==> src/rtl/noc_link_rx_deser.sv <==
// Receive side of a credit-based NoC link: buffers incoming flits, returns one credit
// per pop, and packs SERIALIZATION_FACTOR flits into one AXI-Stream beat.
module noc_link_rx_deser #(
  parameter int TDATA_WIDTH          = 128,
  parameter int TDEST_WIDTH          = 4,
  parameter int TID_WIDTH            = 2,
  parameter int SERIALIZATION_FACTOR = 1,
  parameter int BUFFER_DEPTH         = 2,
  localparam int FLIT_WIDTH          = TDATA_WIDTH / SERIALIZATION_FACTOR,
  localparam int DEST_WIDTH          = TDEST_WIDTH + TID_WIDTH,
  localparam int LEVEL_W             = $clog2(BUFFER_DEPTH + 1)
) (
  input  logic                   clk_noc,
  input  logic                   rst_noc_sync,
  input  logic [FLIT_WIDTH-1:0]  data_in,
  input  logic [DEST_WIDTH-1:0]  dest_in,
  input  logic                   is_tail_in,
  input  logic                   send_in,
  output logic                   credit_out,
  output logic                   axis_out_tvalid,
  input  logic                   axis_out_tready,
  output logic [TDATA_WIDTH-1:0] axis_out_tdata,
  output logic                   axis_out_tlast,
  output logic [TID_WIDTH-1:0]   axis_out_tid,
  output logic [TDEST_WIDTH-1:0] axis_out_tdest,
  output logic [LEVEL_W-1:0]     fifo_level,
  output logic                   overflow_err,
  output logic                   tail_align_err
);

  localparam int SF      = SERIALIZATION_FACTOR;
  localparam int PTR_W   = (BUFFER_DEPTH > 1) ? $clog2(BUFFER_DEPTH) : 1;
  localparam int CNT_W   = (SF > 1) ? $clog2(SF) : 1;
  localparam int ENTRY_W = FLIT_WIDTH + DEST_WIDTH + 1;

  if ((TDATA_WIDTH % SERIALIZATION_FACTOR) != 0 || BUFFER_DEPTH < 1) begin : g_bad_params
    $error("noc_link_rx_deser: TDATA_WIDTH must be a multiple of SERIALIZATION_FACTOR and BUFFER_DEPTH >= 1");
  end

  logic [ENTRY_W-1:0]     mem_q [BUFFER_DEPTH];
  logic [PTR_W-1:0]       wr_ptr_q, wr_ptr_d, rd_ptr_q, rd_ptr_d;
  logic [LEVEL_W-1:0]     level_q, level_d;
  logic [CNT_W-1:0]       cnt_q, cnt_d;
  logic [TDATA_WIDTH-1:0] partial_q, partial_d;
  logic [DEST_WIDTH-1:0]  dest0_q, dest0_d;
  logic                   valid_q, valid_d;
  logic [TDATA_WIDTH-1:0] tdata_q, tdata_d;
  logic                   tlast_q, tlast_d;
  logic [TID_WIDTH-1:0]   tid_q, tid_d;
  logic [TDEST_WIDTH-1:0] tdest_q, tdest_d;
  logic                   credit_q;
  logic                   ovf_q, ovf_d;
  logic                   terr_q, terr_d;

  logic                   empty, full, last_flit, pop, push;
  logic [FLIT_WIDTH-1:0]  head_data;
  logic [DEST_WIDTH-1:0]  head_dest;
  logic                   head_tail;

  function automatic logic [PTR_W-1:0] ptr_inc(input logic [PTR_W-1:0] p);
    return (p == PTR_W'(BUFFER_DEPTH - 1)) ? '0 : p + PTR_W'(1);
  endfunction

  assign empty     = (level_q == '0);
  assign full      = (level_q == LEVEL_W'(BUFFER_DEPTH));
  assign last_flit = (cnt_q == CNT_W'(SF - 1));
  assign {head_data, head_dest, head_tail} = mem_q[rd_ptr_q];

  // Output register: tvalid/payload hold until tvalid & tready; a new beat may load in
  // the same cycle the current one is accepted.
  assign pop  = !empty && (!last_flit || !valid_q || axis_out_tready);
  // A full FIFO still accepts a flit when the head leaves in the same cycle.
  assign push = send_in && (!full || pop);

  always_comb begin
    wr_ptr_d = push ? ptr_inc(wr_ptr_q) : wr_ptr_q;
    rd_ptr_d = pop  ? ptr_inc(rd_ptr_q) : rd_ptr_q;
    level_d  = level_q;
    if (push && !pop)      level_d = level_q + LEVEL_W'(1);
    else if (pop && !push) level_d = level_q - LEVEL_W'(1);
    ovf_d = ovf_q | (send_in && full && !pop);
  end

  always_comb begin
    cnt_d     = cnt_q;
    partial_d = partial_q;
    dest0_d   = dest0_q;
    valid_d   = valid_q;
    tdata_d   = tdata_q;
    tlast_d   = tlast_q;
    tid_d     = tid_q;
    tdest_d   = tdest_q;
    terr_d    = terr_q;
    if (valid_q && axis_out_tready) valid_d = 1'b0;
    if (pop) begin
      if (head_tail && !last_flit) terr_d = 1'b1;
      if (last_flit) begin
        valid_d = 1'b1;
        tdata_d = partial_q;
        tdata_d[(SF-1)*FLIT_WIDTH +: FLIT_WIDTH] = head_data;
        {tid_d, tdest_d} = (cnt_q == '0) ? head_dest : dest0_q;
        tlast_d = head_tail;
        cnt_d   = '0;
      end else begin
        partial_d[cnt_q*FLIT_WIDTH +: FLIT_WIDTH] = head_data;
        if (cnt_q == '0) dest0_d = head_dest;
        cnt_d = cnt_q + CNT_W'(1);
      end
    end
  end

  always_ff @(posedge clk_noc) begin
    if (push && !rst_noc_sync) mem_q[wr_ptr_q] <= {data_in, dest_in, is_tail_in};
  end

  always_ff @(posedge clk_noc) begin
    if (rst_noc_sync) begin
      wr_ptr_q  <= '0;
      rd_ptr_q  <= '0;
      level_q   <= '0;
      cnt_q     <= '0;
      partial_q <= '0;
      dest0_q   <= '0;
      valid_q   <= 1'b0;
      tdata_q   <= '0;
      tlast_q   <= 1'b0;
      tid_q     <= '0;
      tdest_q   <= '0;
      credit_q  <= 1'b0;
      ovf_q     <= 1'b0;
      terr_q    <= 1'b0;
    end else begin
      wr_ptr_q  <= wr_ptr_d;
      rd_ptr_q  <= rd_ptr_d;
      level_q   <= level_d;
      cnt_q     <= cnt_d;
      partial_q <= partial_d;
      dest0_q   <= dest0_d;
      valid_q   <= valid_d;
      tdata_q   <= tdata_d;
      tlast_q   <= tlast_d;
      tid_q     <= tid_d;
      tdest_q   <= tdest_d;
      credit_q  <= pop;
      ovf_q     <= ovf_d;
      terr_q    <= terr_d;
    end
  end

  assign credit_out      = credit_q;
  assign axis_out_tvalid = valid_q;
  assign axis_out_tdata  = tdata_q;
  assign axis_out_tlast  = tlast_q;
  assign axis_out_tid    = tid_q;
  assign axis_out_tdest  = tdest_q;
  assign fifo_level      = level_q;
  assign overflow_err    = ovf_q;
  assign tail_align_err  = terr_q;

endmodule

==> config.mk <==
export PLATFORM = sky130hd
export DESIGN_NAME = noc_link_rx_deser
export DESIGN_NICKNAME = d
export VERILOG_FILES = /design/src/rtl/noc_link_rx_deser.sv
export SDC_FILE = /design/constraint.sdc
export NUM_CORES = 1
export LEC_CHECK = 0
export CAP_MARGIN = 15
export CORE_UTILIZATION = 40
export DETAILED_ROUTE_END_ITERATION = 10
export DONT_BUFFER_PORTS = 1
export GPL_TIMING_DRIVEN = 0
export SLEW_MARGIN = 20
export SYNTH_ARGS = -nofsm -noshare
export SYNTH_HDL_FRONTEND = slang
export SYNTH_SLANG_ARGS = --single-unit
==> constraint.sdc <==
create_clock -name clk_noc -period 14.5 [get_ports clk_noc]
set_input_delay 1.45 -clock clk_noc [delete_from_list [all_inputs] [get_ports clk_noc]]
set_output_delay 1.45 -clock clk_noc [all_outputs]
set_load 0.02 [all_outputs]
* Word level (Yosys, flattened, before mapping) *
Memories as Yosys holds them, arrays and structs flattened. A register that Yosys moved wholly into a read port is not among the register bits.
Index checks and enable logic that the tools add are counted.

word-level totals
  memories kept = 1
  output and inout bits = 141
  memory bits (read-only) = 0
  flip-flop bits (word level) = 144
  input bits = 139
  logic and storage cells = 55
  RAM bits = 270
  bits in latches = 0

cells by class
  muxes and demuxes = 12
  magnitude comparators = 0
  $mul = 0
  bitwise gates (word level) = 2
  equal/unequal tests = 1
  reduce and logical (&&, ||, !) cells = 22
  divide/modulo/power cells = 0
  shift-type cells = 0
  add/sub/neg operators = 5

memories
  name   depth  width  read ports  clocked after Yosys merged registers in  write ports  line  text
  mem_q  2      135    1           1                                        1            40    logic [ENTRY_W-1:0] mem_q [BUFFER_DEPTH];

operator list
  kind                                                                count
  1-bit 2-to-1 mux                                                    10
  1-bit logical AND                                                   9
  1-bit logical NOT                                                   6
  2-bit 2-to-1 mux                                                    2
  2-bit AND reduction                                                 2
  1-bit adder, second input constant                                  3
  1-bit logical OR                                                    3
  2-bit by 1-bit adder with 2-bit output, second input constant       1
  2-bit == test, second input constant                                1
  2-bit logical NOT                                                   1
  2-bit nonzero test                                                  1
  2-bit by 1-bit subtractor with 2-bit output, second input constant  1
  1-bit inverter                                                      1
  1-bit bitwise OR                                                    1

* Logic depth before layout (Yosys ltp) *
  depth in word-level cells = 10
  depth in mapped cells = 9

* Worst setup path after synthesis *
No wires, ideal clock.

  kind = input port to flip-flop
  start point = input axis_out_tready
  end point = memory mem_q[1][0] (netlist bit) (enable)
  required time = 13.678 ns
  stages on the path = 3
  data arrival time = 11.487 ns
  setup slack = 2.190 ns
  cells stage by stage = nor4bb_1 -> nand2b_1 -> nor3b_1

between the ends
  word-level cells in the longest chain between the ends = 7

ends and longest elaborated chain
  what                                    line  text
  from (decl)                             21    input logic axis_out_tready,
  1-bit logical OR                        71    assign pop = !empty && (!last_flit || !valid_q || axis_out_tready);
  1-bit logical AND                       71
  1-bit logical OR                        73    assign push = send_in && (!full || pop);
  1-bit logical AND                       73
  1-bit logical AND                       113   if (push && !rst_noc_sync) mem_q[wr_ptr_q] <= {data_in, dest_in, is_tail_in};
  1-bit 2-to-1 mux                        113
  1-bit 2-to-1 mux (not written as such)  113
  to (decl)                               40

No other way between the ends.

* Worst setup path after layout *
  start point = input rst_noc_sync
  end point = memory mem_q[0][9] (netlist bit) (enable)

between the ends
  word-level cells in the longest chain between the ends = 4

ends and longest elaborated chain
  what                                    line  text
  from (decl)                             14    input logic rst_noc_sync,
  1-bit logical NOT                       113
  1-bit logical AND                       113
  1-bit 2-to-1 mux                        113
  1-bit 2-to-1 mux (not written as such)  113

No other way between the ends.

==> Implementation_results.wiki <==
{| class="wikitable"
! Metric !! Value
|-
| Number of endpoints failing setup at the final stage || 0
|-
| Fin nets || 1,148
|-
| Clock transition at path regs || 0.06 ns
|-
| Number of levels the H-tree was split into || 2
|-
| Critical Path Slowest Stage Cell || sky130_fd_sc_hd__nor3_2
|-
| Worst reg2reg endpoint || mem_q[1][9]$_DFFE_PP_
|-
| Maximum number of pins on one net before global-route repair || 14
|-
| Number of rows in the core area || 70
|-
| Final worst clock skew || 0.0167 ns
|-
| Floorplan die height || 196 um
|-
| CP Capture Type || flop
|-
| Longest individual stage delay on the worst path || 0.60 ns
|-
| Chip width || 196 um
|-
| DRC violation count after routing || 0
|-
| Final count of hold timing violations || 0
|-
| Area enclosed by the die boundary || 0.0386 mm^2
|-
| Buffers added on ports || 0
|-
| Reg power frac || 47.0%
|-
| Number of distinct library cells after synthesis || 31
|-
| Switching pwr || 1.38 mW
|-
| Placed insts || 1,466
|-
| Critical-path maximum fanout || 10
|-
| Global-route wire length before repair || 51.2 mm
|-
| TritonCTS Sinks || 413
|-
| Pre-antenna DRT Iters || 4
|-
| Worst relative slew slack || 34.7%
|-
| Number of flops mapped to enable cells by yosys || 270
|-
| Required time of the critical path || 14.77 ns
|-
| Proportion of power drawn by the clock network || 27.9%
|-
| Post-detailed-route via-to-cell ratio || 5.17
|-
| Placed wire-length estimate after detailed placement || 23.4 mm
|-
| Fmax || 0.307 GHz
|-
| Count of final max-slew check failures || 0
|-
| Sequential area share after synthesis || 72.5%
|-
| Ratio of final minimum period to clock period || 22.4%
|-
| Total nets after synthesis || 1,064
|-
| Primary flip-flop cell chosen by synthesis mapping || sky130_fd_sc_hd__edfxtp_1
|-
| Synthesized flop and latch total || 413
|-
| Worst reg-to-reg setup slack || 11.77 ns
|-
| Fraction of final layout cells with drive strength greater than 1 || 24.5%
|-
| Overflow left after global routing || 0
|-
| Inserted Diodes || 0
|-
| Largest delay contributor family on the critical path || buffers and inverters
|-
| Cell Count, Final, Fillers Out || 1,547
|-
| Combinational power share || 25.2%
|-
| Worst hold path stage count || 2
|-
| Worst EP arrival || 3.52 ns
|-
| Vias after detailed routing || 8,001
|-
| Yosys warns || 0
|-
| Outcome || completed
|-
| RSZ-0062 raised after global routing || no
|-
| Clk_lat worst skew || 0.57 ns
|-
| CTS buffer count || 44
|-
| Chain of cells forming the critical path || clkbuf_1, clkbuf_1, nor3_2, buf_6, buf_4, buf_4, buf_4
|-
| First-iteration detailed-routing DRC count || 319
|-
| Post-DR wirelength/cell || 21.8 um
|-
| Maximum capacitance violations || 0
|-
| I/O Pins || 280
|-
| Vias in the first global route || 8,392
|-
| Post-synth ARST share || 0%
|-
| Core area || 0.0369 mm^2
|-
| Transition at the pin with the smallest max-transition slack || 0.979 ns
|-
| Resize count post-CTS || 0
|-
| Area growth from synthesis to layout || 15.7%
|-
| Hold wc startpoint || rd_ptr_q$_SDFFE_PP0P_
|-
| Hold bufs inserted after CTS || 0
|-
| Category of the worst setup path launch point || input port
|-
| Worst Hold Slack || 0.526 ns
|-
| CTS tree || built
|-
| Total GRT Usage || 17.7%
|-
| Worst Path Class, Setup || input port to flop
|-
| Most common cell after layout, fill and taps aside || sky130_fd_sc_hd__edfxtp_1
|-
| Commonest non-fill, non-tap cells in the layout || sky130_fd_sc_hd__edfxtp_1 (270), sky130_fd_sc_hd__dfxtp_1 (143), sky130_fd_sc_hd__mux2i_1 (135), sky130_fd_sc_hd__a21oi_1 (90), sky130_fd_sc_hd__a211oi_1 (85)
|-
| Beginning of the worst register-to-register path || fifo_level[0]$_SDFFE_PP0P_
|-
| Initial core utilization || 41.0%
|-
| Syn Area/Cell || 16.4 um^2
|-
| Routed Wire Length || 33.7 mm
|-
| VDD IR max || 0.000155 V
|-
| Post-CTS setup buffer count || 0
|-
| Post-synthesis instance area || 0.0151 mm^2
|-
| Worst Path Buf+Inv || 6
|-
| Post-DRT Antenna Nets || 0
|-
| Cell area power density || 224 mW/mm^2
|-
| Pleak || 5.73 nW
|-
| Weighted congestion reported at the end of routability-driven placement || 0.746
|-
| Initial antenna violation count || 0
|-
| Worst Reg2Reg Path Length in Cells || 7
|-
| Min-delay worst type || flop to flop
|-
| Post-Synthesis Cells || 924
|-
| Most common cell type on the critical path || sky130_fd_sc_hd__buf_4
|-
| Tmin final || 3.25 ns
|-
| Library cell used as clock root buffer || sky130_fd_sc_hd__clkbuf_16
|-
| Maximum clock insertion buffer count || 3
|-
| Switching share of power || 35.2%
|-
| Cell Int Power || 2.53 mW
|}
[worst min-delay path: stages (launching register included)]
cell and delay [ns]:
sky130_fd_sc_hd__dfxtp_1 0.31, sky130_fd_sc_hd__o21ai_0 0.10, sky130_fd_sc_hd__a21oi_1 0.07
[power by group through the flow]
stage	clock network (mW)	registers [mW]	logic [mW]
2_1_floorplan	0	1.80	0.790
3_3_place_gp	0	1.89	0.973
3_5_place_dp	0	1.87	1.00
4_1_cts	1.12	1.84	1.01
5_1_grt	1.16	1.86	1.09
6_report	1.09	1.84	0.984
[synth_stat cells (2+ instances only)]
library cell / number / share of area [%]
sky130_fd_sc_hd__a21oi_1: 90 / 3.0
sky130_fd_sc_hd__a211oi_1: 85 / 4.2
sky130_fd_sc_hd__clkbuf_4: 3 / 0.15
sky130_fd_sc_hd__a21oi_2: 50 / 2.9
sky130_fd_sc_hd__o21ai_0: 2 / 0.066
sky130_fd_sc_hd__buf_2: 26 / 0.86
sky130_fd_sc_hd__buf_12: 3 / 0.40
sky130_fd_sc_hd__mux2i_1: 135 / 8.9
sky130_fd_sc_hd__a211oi_2: 50 / 4.1
sky130_fd_sc_hd__nor2b_1: 2 / 0.083
sky130_fd_sc_hd__nand2b_1: 2 / 0.083
sky130_fd_sc_hd__buf_4: 13 / 0.65
sky130_fd_sc_hd__clkbuf_1: 23 / 0.57
sky130_fd_sc_hd__edfxtp_1: 270 / 54
sky130_fd_sc_hd__nor2_1: 5 / 0.12
sky130_fd_sc_hd__xor2_1: 2 / 0.12
sky130_fd_sc_hd__buf_8: 3 / 0.30
sky130_fd_sc_hd__dfxtp_1: 143 / 19
sky130_fd_sc_hd__or3_1: 2 / 0.083
sky130_fd_sc_hd__buf_6: 4 / 0.30
[cell families (layout without fill, tap and decap cells)]
group	after synthesis	in the layout	share of synthesized area, %
and+or+nand+nor	16	16	0.637
buffers and inverters	78	197	3.29
DFF	413	413	72.5
adders and majority gates	1	1	0.0827
muxes	136	136	9.01
xor gates and xnor gates	2	2	0.116
other	1	1	0.0248
AOI/OAI and AO/OA	277	277	14.3
[stage by stage]
step	TNS [ns]	util [%]	setup slack, ns	power [mW]	area [um^2]
2_1_floorplan	0	-	2.19	2.59	15100
3_3_place_gp	-1240.28	42.7	-5.02	2.86	15800
4_1_cts	0	47.5	11.19	3.97	17500
5_1_grt	0	47.5	11.06	4.11	17500
3_5_place_dp	0	43.6	10.60	2.87	16100
6_report	0	47.5	11.25	3.91	17500
[layout make-up]
class | count | area [um^2]
Clock buffer | 63 | 1220
Fill cell | 3151 | 19400
Timing Repair Buffer | 38 | 323
Buffer | 76 | 490
Tap cell | 504 | 631
Sequential cell | 413 | 11000
Multi-Input combinational cell | 433 | 3660
Clock inverter | 18 | 193
Inverter | 2 | 7.51
[metal layers]
layer	global-route usage [%]	wire length (um)
met5	0	0
met4	6.83	857
met3	8.93	4060
met2	28.4	16100
met1	20.0	12700
[how the worst max path moves through the flow]
| stage | from | to | slack [ns] | depth (start not counted) |
|---|---|---|---|---|
| after floorplan | axis_out_tready | mem_q[1][0]$_DFFE_PP_ | 2.19 | 3 |
| after global placement | axis_out_tready | mem_q[1][114]$_DFFE_PP_ | -5.02 | 3 |
| after detailed placement | rst_noc_sync | mem_q[0][126]$_DFFE_PP_ | 10.60 | 7 |
| after CTS | rst_noc_sync | mem_q[0][9]$_DFFE_PP_ | 11.19 | 7 |
| after global routing | rst_noc_sync | mem_q[0][9]$_DFFE_PP_ | 11.06 | 7 |
| final | rst_noc_sync | mem_q[0][9]$_DFFE_PP_ | 11.25 | 7 |
[state kept, by name, summed over array words and instances (netlist names), named ones only]
signal,flops
axis_out_tid,2
credit_out,1
rd_ptr_q,1
axis_out_tlast,1
axis_out_tvalid,1
wr_ptr_q,1
axis_out_tdest,4
mem_q,270
fifo_level,2
axis_out_tdata,128
overflow_err,1
No activity file was read; power rests on OpenSTA's default activity.
